`src/rtl/cyclic_shift_seq_gen.sv`:
```
// PUCCH cyclic-shift phase sequencer: reduces a summed shift parameter mod 12 bit-serially,
// then streams ((sum * n) mod 12) * OUT_SCALE for n = 0..N_SC-1 over valid/ready.
module cyclic_shift_seq_gen #(
    parameter int unsigned SUM_W     = 16,
    parameter int unsigned N_SC      = 12,
    parameter int unsigned OUT_SCALE = 2,
    parameter int unsigned OUT_W     = 16,
    parameter int unsigned N_W       = (N_SC > 1) ? $clog2(N_SC) : 1
) (
    input  logic             i_clk,
    input  logic             i_rst,
    input  logic             i_start_valid,
    input  logic [SUM_W-1:0] i_sum_params,
    output logic             o_start_ready,
    output logic             o_valid,
    input  logic             i_ready,
    output logic [OUT_W-1:0] o_phase,
    output logic [N_W-1:0]   o_n,
    output logic             o_last,
    output logic [3:0]       o_alpha_idx
);

    localparam int unsigned    CNT_W   = (SUM_W > 1) ? $clog2(SUM_W) : 1;
    localparam logic [CNT_W-1:0] CntLast = CNT_W'(SUM_W - 1);
    localparam logic [N_W-1:0]   NLast   = N_W'(N_SC - 1);

    typedef enum logic [1:0] {StIdle, StReduce, StStream} state_e;

    state_e             state_q, state_d;
    logic [SUM_W-1:0]   sum_q, sum_d;
    logic [3:0]         r_q, r_d;
    logic [CNT_W-1:0]   cnt_q, cnt_d;
    logic [3:0]         alpha_q, alpha_d;
    logic [3:0]         acc_q, acc_d;
    logic [N_W-1:0]     n_q, n_d;
    logic               valid_q, valid_d;
    logic [OUT_W-1:0]   phase_q, phase_d;

    logic [4:0]         r_shift;
    logic [3:0]         r_red;
    logic [4:0]         acc_sum;
    logic [3:0]         acc_red;
    logic               start_fire;
    logic               xfer;

    always_ff @(posedge i_clk) begin
        if (i_rst) begin
            state_q <= StIdle;
            sum_q   <= '0;
            r_q     <= '0;
            cnt_q   <= '0;
            alpha_q <= '0;
            acc_q   <= '0;
            n_q     <= '0;
            valid_q <= 1'b0;
            phase_q <= '0;
        end else begin
            state_q <= state_d;
            sum_q   <= sum_d;
            r_q     <= r_d;
            cnt_q   <= cnt_d;
            alpha_q <= alpha_d;
            acc_q   <= acc_d;
            n_q     <= n_d;
            valid_q <= valid_d;
            phase_q <= phase_d;
        end
    end

    // Restoring reduction step: remainder stays in 0..11, so {r, bit} never exceeds 23.
    always_comb begin
        r_shift = {r_q, sum_q[SUM_W-1]};
        r_red   = (r_shift >= 5'd12) ? 4'(r_shift - 5'd12) : r_shift[3:0];
        acc_sum = {1'b0, acc_q} + {1'b0, alpha_q};
        acc_red = (acc_sum >= 5'd12) ? 4'(acc_sum - 5'd12) : acc_sum[3:0];
    end

    always_comb begin
        start_fire = i_start_valid && o_start_ready;
        xfer       = valid_q && i_ready;
        state_d    = state_q;
        sum_d      = sum_q;
        r_d        = r_q;
        cnt_d      = cnt_q;
        alpha_d    = alpha_q;
        acc_d      = acc_q;
        n_d        = n_q;
        valid_d    = valid_q;
        phase_d    = phase_q;
        unique case (state_q)
            StIdle: begin
                if (start_fire) begin
                    sum_d   = i_sum_params;
                    r_d     = '0;
                    cnt_d   = '0;
                    state_d = StReduce;
                end
            end
            StReduce: begin
                sum_d = sum_q << 1;
                r_d   = r_red;
                cnt_d = cnt_q + CNT_W'(1);
                if (cnt_q == CntLast) begin
                    alpha_d = r_red;
                    acc_d   = '0;
                    n_d     = '0;
                    phase_d = '0;
                    valid_d = 1'b1;
                    state_d = StStream;
                end
            end
            StStream: begin
                if (xfer) begin
                    if (n_q == NLast) begin
                        valid_d = 1'b0;
                        state_d = StIdle;
                    end else begin
                        n_d     = n_q + N_W'(1);
                        acc_d   = acc_red;
                        phase_d = OUT_W'(acc_red) * OUT_W'(OUT_SCALE);
                    end
                end
            end
            default: state_d = StIdle;
        endcase
    end

    always_comb begin
        o_start_ready = (state_q == StIdle) && !i_rst;
        o_last        = valid_q && (n_q == NLast);
        o_valid       = valid_q;
        o_phase       = phase_q;
        o_n           = n_q;
        o_alpha_idx   = alpha_q;
    end

endmodule

```
`config.mk`:
```
export PLATFORM = sky130hd
export DESIGN_NAME = cyclic_shift_seq_gen
export DESIGN_NICKNAME = d
export VERILOG_FILES = /design/src/rtl/cyclic_shift_seq_gen.sv
export SDC_FILE = /design/constraint.sdc
export NUM_CORES = 1
export LEC_CHECK = 0
export CAP_MARGIN = 0
export CORE_MARGIN = 5
export CORE_UTILIZATION = 45
export DETAILED_ROUTE_END_ITERATION = 7
export PLACE_DENSITY_LB_ADDON = 0.15
export SETUP_SLACK_MARGIN = 0.5
export SLEW_MARGIN = 10
export SYNTH_ARGS = -nofsm -noshare
export SYNTH_HDL_FRONTEND = slang
export SYNTH_SLANG_ARGS = --single-unit
```
`constraint.sdc`:
```
create_clock -name i_clk -period 2.1 [get_ports i_clk]
set_input_delay 0.42 -clock i_clk [delete_from_list [all_inputs] [get_ports i_clk]]
set_output_delay 0.42 -clock i_clk [all_outputs]
set_load 0.01 [all_outputs]
```
# Word level (Yosys, flattened, before mapping)
# Index checks and enable logic that the tools add are counted.
[classes] n_reduce_logical=13 mux=27 eq_ne=9 add_sub_neg=5 n_lt_le_gt_ge=2
[ops] op="$mux W16" n=4
[ops] op="$pmux W16 S2" n=2
[ops] op="$mux W4" n=8
[ops] op="$pmux W4 S2" n=4
[ops] op="$reduce_and A4 Y1" n=3
[ops] op="$ge A5 B4 Y1 const B" n=2
[ops] op="$ne A2 B2 Y1 const B" n=5
[ops] op="$add A4 B1 Y4 const B" n=2
[ops] op="$eq A4 B4 Y1 const B" n=2
[ops] op="$mux W2" n=4
[ops] op="$sub A4 B4 Y4 const B" n=2
[ops] op="$pmux W2 S3" n=1
[ops] op="$add A4 B4 Y5" n=1
[ops] op="$logic_and A1 B1 Y1" n=4
[ops] op="$reduce_and A2 Y1" n=2
[ops] op="$reduce_bool A2 Y1" n=2
[ops] op="$mux W1" n=3
[ops] op="$eq A2 B1 Y1 const B" n=1
[ops] op="$eq A2 B2 Y1 const B" n=1
[ops] op="$logic_not A2 Y1" n=1
[ops] op="$pmux W1 S2" n=1
[ops] op="$logic_not A1 Y1" n=1
[totals] reg_bits=55 output_inout_bits=27 wordCells=65 input_bits=20

# Longest topological paths before layout
# Gate-level depths: netlist of the first run.
[depth] depth_word=6 depth_mapped=9 ltp_nobuf=9

# Least setup slack after synthesis of the first run
# OpenSTA, ideal clock, no wires.
[synth_timing] path_kind="register to register" from="register, netlist name o_phase[1]" to="register phase_q[3], in the netlist o_phase[3]" setup_ns=0.091 required_time_ns=2.009 n_path_buf=0 arrival_time_ns=2.100 stages_incl_launch_ff=10 slack_ns=-0.091 synth_period_minus_slack_ns=2.191 path_cell_list="dfxtp_1 > ha_1 > inv_1 > fa_1 > xnor2_1 > ha_1 > and3b_1 > o31ai_1 > o22a_1 > a311oi_1"
[synth_rtl] element="to (signal assigned)" line_no="66" source="phase_q <= phase_d;"
[synth_rtl] element="to (decl)" line_no="37" source="logic [OUT_W-1:0] phase_q, phase_d;"

==> qor.txt, run 1 <==
DP Area = 2490 um^2
Crit. End Element = flip-flop
Required time worst endpoint = 2.31 ns
Cell area after layout = 2800 um^2
Reg-to-reg critical path startpoint = o_phase[1]$_SDFFE_PP0P_
Sw Ratio = 23.8%
Fraction of layout cells with a size suffix above 1 = 23.3%
IO Pins = 47
Cells after Synth = 253
Via count = 1952
Critical path class = reg -> reg
Final setup viols = 0
Initial core utilization = 46.7%
H-tree levels = 2
Worst Setup Start Kind = flip-flop
Register area share after synthesis = 37.9%
Cts hold-fix bufs = 0
R2R Setup Slk = 0.003 ns
Iteration count of the initial detailed-routing pass = 4
CP max FO = 4
Syn_area_per_cell = 8.15 um^2
Status = finished clean
Clk slew on worst S/H paths = 0.08 ns
Most frequent cells in the layout = nand2_1 (39), nor2_1 (31), dfxtp_1 (29)
Combinational group share of total power = 11.6%
NumNets Final = 333
Minimum clock period after layout = 2.10 ns
Clk root buf = clkbuf_8
Hold crit path type = reg -> reg
CP max stage delay = 0.36 ns
Synth Area in XOR/XNOR = 0.850%
Placer Congestion = 0.838
Avg WL per Cell = 14.3 um
Fin crit share = 99.9%
Sequential share of power = 48.5%
Clk_lat worst skew = 0.29 ns
Tot GR Track Use = 16.3%
Placeable core region = 4410 um^2
Clk pwr share = 39.8%
WP buf/inv = 1
DP Wirelength = 3.34 mm
Die width = 77.7 um
Worst IR drop on VDD = 493 uV
I/O Buffers = 34
# clock sinks = 39
F_max = 477 MHz
Initial DRC count = 98
CTS tree = done
Vias in the first global route = 1782
Final hold vios = 0
ANT cells = 0
Routed wire length = 5.11 mm
DR DRC count = 0
Reg2Reg Depth = 9
Max Transition Viols Final = 0
RSZ-0062 raised after global routing = true
Crit-path slowest cell = dfxtp_4
Top_reg_cell synth = dfxtp_1
Final core utilization = 63.5%
RR Endpoint = o_phase[3]$_SDFFE_PP0P_
EDFF count, synth = 0
Maxcap violations = 0
Post-route ant nets = 0
Clock Tree Buf Depth = 2
Leakage = 1.25 nW
Pwr per Cell Area = 582 nW/um^2
Gr ovfl total = 0
Area added between synthesis and finish = 36.0%
Worst Hold Depth = 1
Hold EP = cnt_q[0]$_SDFFE_PP0P_
First-pass GRT wire length = 8.21 mm
Initial antenna violation count = 0
Power Internal = 1.24 mW
Final Skew = 0.0119 ns
Synth Register Bits = 39
Main combinational cell family by area after synthesis = simple AND/OR/NAND/NOR gates
YS warnings = 0
Worst hold start = cnt_q[0]$_SDFFE_PP0P_
CP Data Arrival Time = 2.30 ns
Die Y = 77.7 um
Post-DR vias/cell = 5.47
Synth Area in Compound Gates = 21.1%
Post-synthesis mux area share = 0%
FP Rows = 24
Async SR Flop Fraction = 0%
Yosys cell types = 45
Fillers = 389
Area of the mapped netlist = 2060 um^2
Simple-gate share of the synthesized area = 24.2%
Die area = 6040 um^2
Commonest non-fill, non-tap cell in the layout = nand2_1
Crit-path leading delay family = adder cells
CP Cell Sequence = ha_4 > inv_2 > fa_2 > xnor2_2 > ha_2 > and3b_2 > o31ai_2 > o22a_1 > a311oi_2
Adder-Cell Fraction of Synth Area = 5.83%
Psw = 0.389 mW
Largest net degree at the start of global routing = 34
Total CTS buffers = 5
==> logic make-up after synthesis <==
family	Yosys count
adder cells (fa/ha/maj)	9
XOR/XNOR	2
AND/OR/NAND/NOR	105
other	1
flip-flops	39
AO/OA/AOI/OAI	61
buffers and inverters	36
==> state kept, by name (all words and copies together), names as in the netlist <==
signal	cells
sum_q	16
o_n	4
cnt_q	4
r_q	4
o_valid	1
state_q	2
o_phase	4
o_alpha_idx	4
==> cell usage after synthesis, types with 2 or more instances <==
master	n	area share, %
buf_2	7	1.7
nand3_1	6	1.5
nand4_1	2	0.61
clkbuf_1	5	0.91
o22ai_1	2	0.61
xnor2_1	2	0.85
nor2_1	31	5.6
a211oi_1	2	0.73
or3_1	4	1.2
nor4_1	2	0.61
and3b_1	2	0.85
buf_4	13	4.7
nand2_1	39	7.1
o31ai_1	2	0.73
nand2b_1	2	0.61
a22oi_1	4	1.5
nor3_1	6	1.5
a311oi_1	17	7.2
and4_1	2	0.85
dfxtp_1	39	38
o21ai_0	8	1.9
and3_1	2	0.61
a21oi_1	16	3.9
buf_6	2	1.1
nor2b_1	2	0.61
ha_1	8	4.9
nand3b_1	2	0.73
inv_1	7	1.3
==> per-layer routing <==
layer	vias up	track usage [%]	part of all wire, %
li1	980	-	-
met1	912	22.5	46
met2	52	24.5	46
met3	8	4.86	6.8
met4	0	4.47	1.3
met5	-	0	0
==> layout make-up <==
class | instances | area, um^2 | area share, %
multi-input combinational | 189 | 1230 | 44.0
sequential | 39 | 801 | 28.6
timing repair buffer | 61 | 556 | 19.8
clock buffer | 6 | 82.6 | 2.95
tap | 52 | 65.1 | 2.32
clock inverter | 2 | 35.0 | 1.25
inverter | 8 | 30.0 | 1.07
==> what timing repair did <==
item	in CTS	in global routing
cloned	0	1
setup buffers	10	3
pin swaps	5	8
resized for setup	29	19
setup endpoints to repair	37	20
==> power groups by stage <==
stage          clock (mW)  sequential, mW  combinational (mW)
2_1_floorplan           0           0.801               0.129
3_3_place_gp            0           0.808               0.175
3_5_place_dp            0           0.808               0.178
4_1_cts             0.666           0.792               0.175
5_1_grt             0.706           0.797               0.211
6_report            0.650           0.792               0.190
==> through the flow <==
stage	setup TNS, ns	cells	setup WS (ns)	power (mW)	hold WS (ns)
final	0	357	0.00279	1.63	0.461
after global routing	-0.148	357	-0.0872	1.71	0.493
after CTS	0	353	0.00815	1.63	0.481
after detailed placement	0	335	0.00797	0.986	0.467
after global placement	0	335	0.0724	0.983	0.461
after floorplan	0	264	0.0868	0.930	0.449
==> worst max path at each step <==
| stage | from | end | slack, ns | cells past startpoint |
|---|---|---|---|---|
| finish | o_phase[1]$_SDFFE_PP0P_ | o_phase[3]$_SDFFE_PP0P_ | 0.003 | 9 |
| global route | o_phase[1]$_SDFFE_PP0P_ | o_phase[3]$_SDFFE_PP0P_ | -0.09 | 9 |
| floorplan | o_phase[1]$_SDFFE_PP0P_ | o_phase[3]$_SDFFE_PP0P_ | 0.09 | 9 |
| detailed placement | o_phase[2]$_SDFFE_PP0P_ | o_phase[3]$_SDFFE_PP0P_ | 0.008 | 9 |
| global placement | i_rst | o_start_ready | 0.07 | 3 |
| CTS | o_alpha_idx[0]$_SDFFE_PP0P_ | o_phase[3]$_SDFFE_PP0P_ | 0.008 | 9 |
Note: power is estimated with default switching activity, not from simulation.
==> inputs of run 2 (changes only) <==
--- a/config.mk
+++ b/config.mk
@@ -10,6 +10,7 @@
 export CORE_UTILIZATION = 45
 export DETAILED_ROUTE_END_ITERATION = 7
 export PLACE_DENSITY_LB_ADDON = 0.15
+export REMOVE_ABC_BUFFERS = 1
 export SETUP_SLACK_MARGIN = 0.5
 export SLEW_MARGIN = 10
 export SYNTH_ARGS = -nofsm -noshare
==> run 2 against run 1 <==
Effect of this change: utilization increased by 1.2 points; total power increased by 0.51%; register-to-register slack better by 0.03 ns; clock power about the same; clock skew shrank 0.0056 ns; hold slack better by 0.016 ns; wire length is 1.5% higher; cell area rose by 1.8%; via count increased by 0.67%; clock-buffer cell count stayed put; die area is the same; sequential share of layout area is 0.64 points lower; critical endpoint unchanged; largest cell class unchanged.
==> qor.txt, run 2 (synthesis gave the netlist of run 1 again) <==
Initial core utilization = 46.7% (unchanged)
CP max FO = 4 (unchanged)
Final setup viols = 0 (unchanged)
Total Power = 1.64 mW (+0.51%)
Initial DRC count = 158 (+61%)
F_max = 484 MHz (+1.5%)
Largest Register = sum_q
CP Data Arrival Time = 2.27 ns (-0.03 ns)
Hold crit path type = reg -> reg
Setup slack at placement = -0.0748 ns (-0.0827 ns)
Crit-path slowest cell = dfxtp_2
RSZ-0062 raised after global routing = true
Clk_lat worst skew = 0.29 ns (about the same)
Critical path class = reg -> reg
Reg2Reg Depth = 10 (+1)
# clock sinks = 39 (unchanged)
DP Wirelength = 3.44 mm (+2.9%)
Die area = 6040 um^2 (unchanged)
First-pass GRT wire length = 8.25 mm (+0.41%)
Die Y = 77.7 um (unchanged)
IO Pins = 47 (unchanged)
Final Skew = 0.00628 ns (-0.00559 ns)
Via count = 1965 (+0.67%)
Minimum clock period after layout = 2.07 ns (-0.0301 ns)
Avg WL per Cell = 14.5 um (+0.96%)
Reg-to-reg critical path startpoint = o_alpha_idx[0]$_SDFFE_PP0P_
Fin crit share = 98.4% (-1.4 points)
DR DRC count = 0 (unchanged)
Final worst slack = 0.0329 ns (+0.0301 ns)
Routed wire length = 5.19 mm (+1.5%)
Crit. End Element = flip-flop
Cell area after layout = 2860 um^2 (+1.8%)
CP max stage delay = 0.34 ns (-0.02 ns)
Placer Congestion = 0.832 (-0.76%)
Critical Path Sink = o_phase[3]$_SDFFE_PP0P_
Number of flip-flops in the largest register = 16 (unchanged)
Status = finished clean
CTS tree = done
Fraction of layout cells with a size suffix above 1 = 24.8% (+1.5 points)
CP Cell Sequence = ha_4 > buf_6 > a21o_1 > a21oi_2 > xnor2_1 > ha_2 > and3b_2 > o31ai_2 > o22a_1 > a311oi_2
Layout Cells excl Fill = 359 (+0.56%)
Fillers = 391 (+0.51%)
Clock Tree Buf Depth = 2 (unchanged)
Worst Hold Depth = 2 (+1)
Clk slew on worst S/H paths = 0.08 ns (about the same)
Area added between synthesis and finish = 38.5%
Initial antenna violation count = 0 (unchanged)
Most frequent cells in the layout = nand2_1 (39), dfxtp_1 (30), nor2_1 (29)
Post-route ant nets = 0 (unchanged)
DP Area = 2490 um^2 (+0.30%)
Iteration count of the initial detailed-routing pass = 4 (unchanged)
Gr ovfl total = 0 (unchanged)
Maxcap violations = 0 (unchanged)
Tot GR Track Use = 16.4% (+0.15 points)
Die width = 77.7 um (unchanged)
Worst IR drop on VDD = 297 uV (-40%)
R2R Setup Slk = 0.03 ns (+0.03 ns)
Post-DR vias/cell = 5.47 (+0.11%)
Largest net degree at the start of global routing = 34 (unchanged)
ANT cells = 0 (unchanged)
Final hold vios = 0 (unchanged)
Worst Setup Start Kind = flip-flop
FP Rows = 24 (unchanged)
RR Endpoint = o_phase[3]$_SDFFE_PP0P_
Total CTS buffers = 5 (unchanged)
I/O Buffers = 34 (unchanged)
H-tree levels = 2 (unchanged)
Required time worst endpoint = 2.31 ns (about the same)
Clk root buf = clkbuf_8
NumNets Final = 335 (+0.60%)
Commonest non-fill, non-tap cell in the layout = nand2_1
Leakage = 1.25 nW (about the same)
Pwr per Cell Area = 575 nW/um^2 (-1.3%)
Fin Setup TNS = 0 ns (unchanged)
Vias in the first global route = 1792 (+0.56%)
Cells after DPL = 342 (+2.1%)
Setup crit start = o_alpha_idx[0]$_SDFFE_PP0P_
Max Transition Viols Final = 0 (unchanged)
Placeable core region = 4410 um^2 (unchanged)
-- run 2: worst max-delay path: cells and delay by family (launching register included) --
family | cells | cell delay [ns]
xor+xnor | 1 | 0.14
fa+ha+maj | 2 | 0.35
simple gates | 1 | 0.23
flops | 1 | 0.34
compound gates | 5 | 0.83
buf+inv | 1 | 0.10
-- run 2: routing by layer --
metal | vias up | track usage (%) | wire length [um]
met3 | 11 | 4.63 | 297
met5 | - | 0 | 0
met2 | 48 | 26.5 | 2470
li1 | 982 | - | -
met4 | 0 | 4.64 | 85
met1 | 924 | 21.3 | 2340
-- run 2: final cells by class --
class / instances / area (um^2) / share of cell area (%)
clock buffers: 6 / 82.6 / 2.89
clock inverters: 2 / 35.0 / 1.23
inverters: 8 / 30.0 / 1.05
multi-input cells: 189 / 1260 / 44.3
flip-flops and latches: 39 / 797 / 27.9
well taps: 52 / 65.1 / 2.28
repair buffers: 63 / 581 / 20.3
-- run 2: how the worst min path moves through the flow --
stage                          start                endpoint  slack, ns
6_report       sum_q[9]$_SDFFE_PP0P_  sum_q[10]$_SDFFE_PP0P_       0.48
5_1_grt        sum_q[1]$_SDFFE_PP0P_   sum_q[2]$_SDFFE_PP0P_       0.51
4_1_cts        sum_q[9]$_SDFFE_PP0P_  sum_q[10]$_SDFFE_PP0P_       0.48
3_5_place_dp   sum_q[9]$_SDFFE_PP0P_  sum_q[10]$_SDFFE_PP0P_       0.47
3_3_place_gp   sum_q[8]$_SDFFE_PP0P_   sum_q[9]$_SDFFE_PP0P_       0.46
2_1_floorplan  sum_q[0]$_SDFFE_PP0P_   sum_q[1]$_SDFFE_PP0P_       0.45
-- run 2: per-stage QoR --
stage	hold WS [ns]	utilization, %
floorplan	0.446	-
global placement	0.461	56.5
detailed placement	0.467	56.5
CTS	0.479	62.0
global route	0.512	64.7
finish	0.477	64.7
-- run 2: what timing repair did --
item | 4_1_cts | 5_1_grt
hold buffers | 0 | 0
setup endpoints to repair | 40 | 27
gates resized for setup | 44 | 26
gates cloned | 0 | 1
buffers inserted | 7 | 1
pin swaps | 9 | 11
-- run 2: report_power, final --
part / internal [mW] / leakage [nW] / switching [mW]
clock network: 0.385 / 0.0612 / 0.268
logic: 0.0947 / 0.865 / 0.100
registers: 0.770 / 0.323 / 0.0233
total: 1.25 / 1.25 / 0.392
==> inputs of run 3 (changes only) <==
--- a/config.mk
+++ b/config.mk
@@ -5,7 +5,8 @@
 export SDC_FILE = /design/constraint.sdc
 export NUM_CORES = 1
 export LEC_CHECK = 0
-export CAP_MARGIN = 0
+export CAP_MARGIN = 5
+export CORE_ASPECT_RATIO = 0.5
 export CORE_MARGIN = 5
 export CORE_UTILIZATION = 45
 export DETAILED_ROUTE_END_ITERATION = 7
==> run 3 against run 2 <==
Effect of this change: clock power hardly changed; clock-buffer cell count did not move; utilization shrank 0.54 points; fmax fell by 0.90%; global-route usage rose by 0.60 points; worst setup slack got worse by 0.019 ns; combinational power is 2% higher; via count up 0.56%; critical endpoint unchanged; largest cell class unchanged; highest routed layer unchanged.
==> qor.txt, run 3 (synthesis gave the netlist of run 1 again) <==
ANT cells = 0 (unchanged)
Pwr per Cell Area = 583 nW/um^2 (+1.5%)
DP Wirelength = 3.37 mm (-2.1%)
Die Y = 57.9 um (-26%)
CP Data Arrival Time = 2.29 ns (+0.02 ns)
Vias in the first global route = 1812 (+1.1%)
RSZ-0062 raised after global routing = true
# clock sinks = 39 (unchanged)
Maxcap violations = 0 (unchanged)
Initial core utilization = 46.8% (+0.12 points)
F_max = 479 MHz (-0.90%)
I/O Buffers = 34 (unchanged)
Initial DRC count = 73 (-54%)
Fin crit share = 99.3% (+0.89 points)
Final Skew = 0.00587 ns (-0.000408 ns)
Clk_lat worst skew = 0.29 ns (about the same)
CP max stage delay = 0.36 ns (+0.02 ns)
Worst Setup Start Kind = flip-flop
Die width = 106 um (+36%)
Critical path depth in cells = 9 (-1)
Placeable core region = 4400 um^2 (-0.26%)
Via count = 1976 (+0.56%)
Iteration count of the initial detailed-routing pass = 4 (unchanged)
Cells after DPL = 345 (+0.88%)
Final setup viols = 0 (unchanged)
Total Power = 1.65 mW (+0.34%)
Commonest non-fill, non-tap cell in the layout = nand2_1
Max Transition Viols Final = 0 (unchanged)
First-pass GRT wire length = 8.47 mm (+2.7%)
Tot GR Track Use = 17.0% (+0.60 points)
Post-route ant nets = 0 (unchanged)
Hold crit path type = reg -> reg
Clk slew on worst S/H paths = 0.08 ns (about the same)
FP Rows = 17 (-29%)
Required time worst endpoint = 2.31 ns (about the same)
Minimum clock period after layout = 2.09 ns (+0.0188 ns)
Worst Hold Depth = 2 (unchanged)
Final core utilization = 64.1% (-0.54 points)
Largest Register = sum_q
Clk root buf = clkbuf_8
DP Area = 2480 um^2 (-0.35%)
R2R Setup Slk = 0.01 ns (-0.02 ns)
Fraction of layout cells with a size suffix above 1 = 22.8% (-2.0 points)
Leakage = 1.23 nW (-1.4%)
Total CTS buffers = 5 (unchanged)
Placer Congestion = 0.861 (+3.5%)
Layout Cells excl Fill = 360 (+0.28%)
Reg2Reg Depth = 9 (-1)
Post-DR vias/cell = 5.49 (+0.28%)
H-tree levels = 2 (unchanged)
CP max FO = 4 (unchanged)
CTS tree = done
Critical path class = reg -> reg
Fin Setup TNS = 0 ns (unchanged)
Crit-path slowest cell = dfxtp_2
CP Cell Sequence = ha_4 > inv_2 > fa_2 > xnor2_2 > ha_2 > and3b_2 > o31ai_2 > o22a_1 > a311oi_1
Number of flip-flops in the largest register = 16 (unchanged)
Routed wire length = 5.23 mm (+0.79%)
Most frequent cells in the layout = nand2_1 (39), nor2_1 (30), dfxtp_1 (30)
Gr ovfl total = 0 (unchanged)
Status = finished clean
Crit. End Element = flip-flop
IO Pins = 47 (unchanged)
Final hold vios = 0 (unchanged)
Cell area after layout = 2820 um^2 (-1.1%)
Area added between synthesis and finish = 37.0%
WP buf/inv = 1 (unchanged)
Die area = 6120 um^2 (+1.4%)
Initial antenna violation count = 0 (unchanged)
Largest net degree at the start of global routing = 34 (unchanged)
Avg WL per Cell = 14.5 um (+0.51%)
Worst IR drop on VDD = 381 uV (+28%)
Clock Tree Buf Depth = 2 (unchanged)
NumNets Final = 331 (-1.2%)
DR DRC count = 0 (unchanged)
Crit-path leading delay family = adder cells
==> run 3: cell count changes in the layout (fill, tap and decap cells not counted), moves of 2 or more <==
cell     previous run  this run
o21ai_0             6         8
buf_6               4         1
o21ai_1             2         0
buf_4              23        20
==> run 3: path summary, 6_finish.rpt <==
check                                        startpoint                      end
worst min-delay path             sum_q[11]$_SDFFE_PP0P_   sum_q[12]$_SDFFE_PP0P_
worst max register to register  o_phase[1]$_SDFFE_PP0P_  o_phase[3]$_SDFFE_PP0P_
worst max-delay path            o_phase[1]$_SDFFE_PP0P_  o_phase[3]$_SDFFE_PP0P_
worst min register to register   sum_q[11]$_SDFFE_PP0P_   sum_q[12]$_SDFFE_PP0P_
==> run 3: worst reg2reg max path: stages (launching register included) <==
cell      delay [ns]
dfxtp_2         0.36
ha_4            0.14
inv_2           0.04
fa_2            0.36
xnor2_2         0.16
ha_2            0.18
and3b_2         0.24
o31ai_2         0.07
o22a_1          0.20
a311oi_1        0.24
==> run 3: area by class of cell <==
class | count | area, um^2
flip-flops and latches | 39 | 795
clock inverters | 2 | 35.0
inverters | 8 | 30.0
clock buffers | 6 | 82.6
multi-input cells | 189 | 1240
repair buffers | 59 | 574
well taps | 57 | 71.3
fillers | 390 | 1580
==> run 3: layer usage <==
metal  up-vias  part of all wire [%]  GRT usage (%)
met1       935                    47           21.8
met3         4                   5.3           4.12
met5         -                     0              0
met2        62                    47           28.5
met4         0                  0.78           5.72
li1        975                     -              -
==> run 3: repair_timing <==
item	in CTS	in global routing
pin swaps	11	14
setup endpoints to repair	42	22
hold buffers	0	0
gates resized for setup	46	18
gates cloned	1	1
buffers inserted	4	1
==> run 3: power breakdown <==
part | switching (mW) | internal [mW] | total (mW)
Clock | 0.270 | 0.385 | 0.654
Sequential | 0.0225 | 0.771 | 0.794
Combinational | 0.0990 | 0.0997 | 0.199
Total | 0.391 | 1.26 | 1.65
==> run 3: through the flow <==
step	hold slack [ns]	worst slack [ns]
floorplan	0.446	-0.0868
global placement	0.462	-0.00830
detailed placement	0.470	-0.0857
CTS	0.480	0.0358
global route	0.491	-0.0913
finish	0.478	0.0141
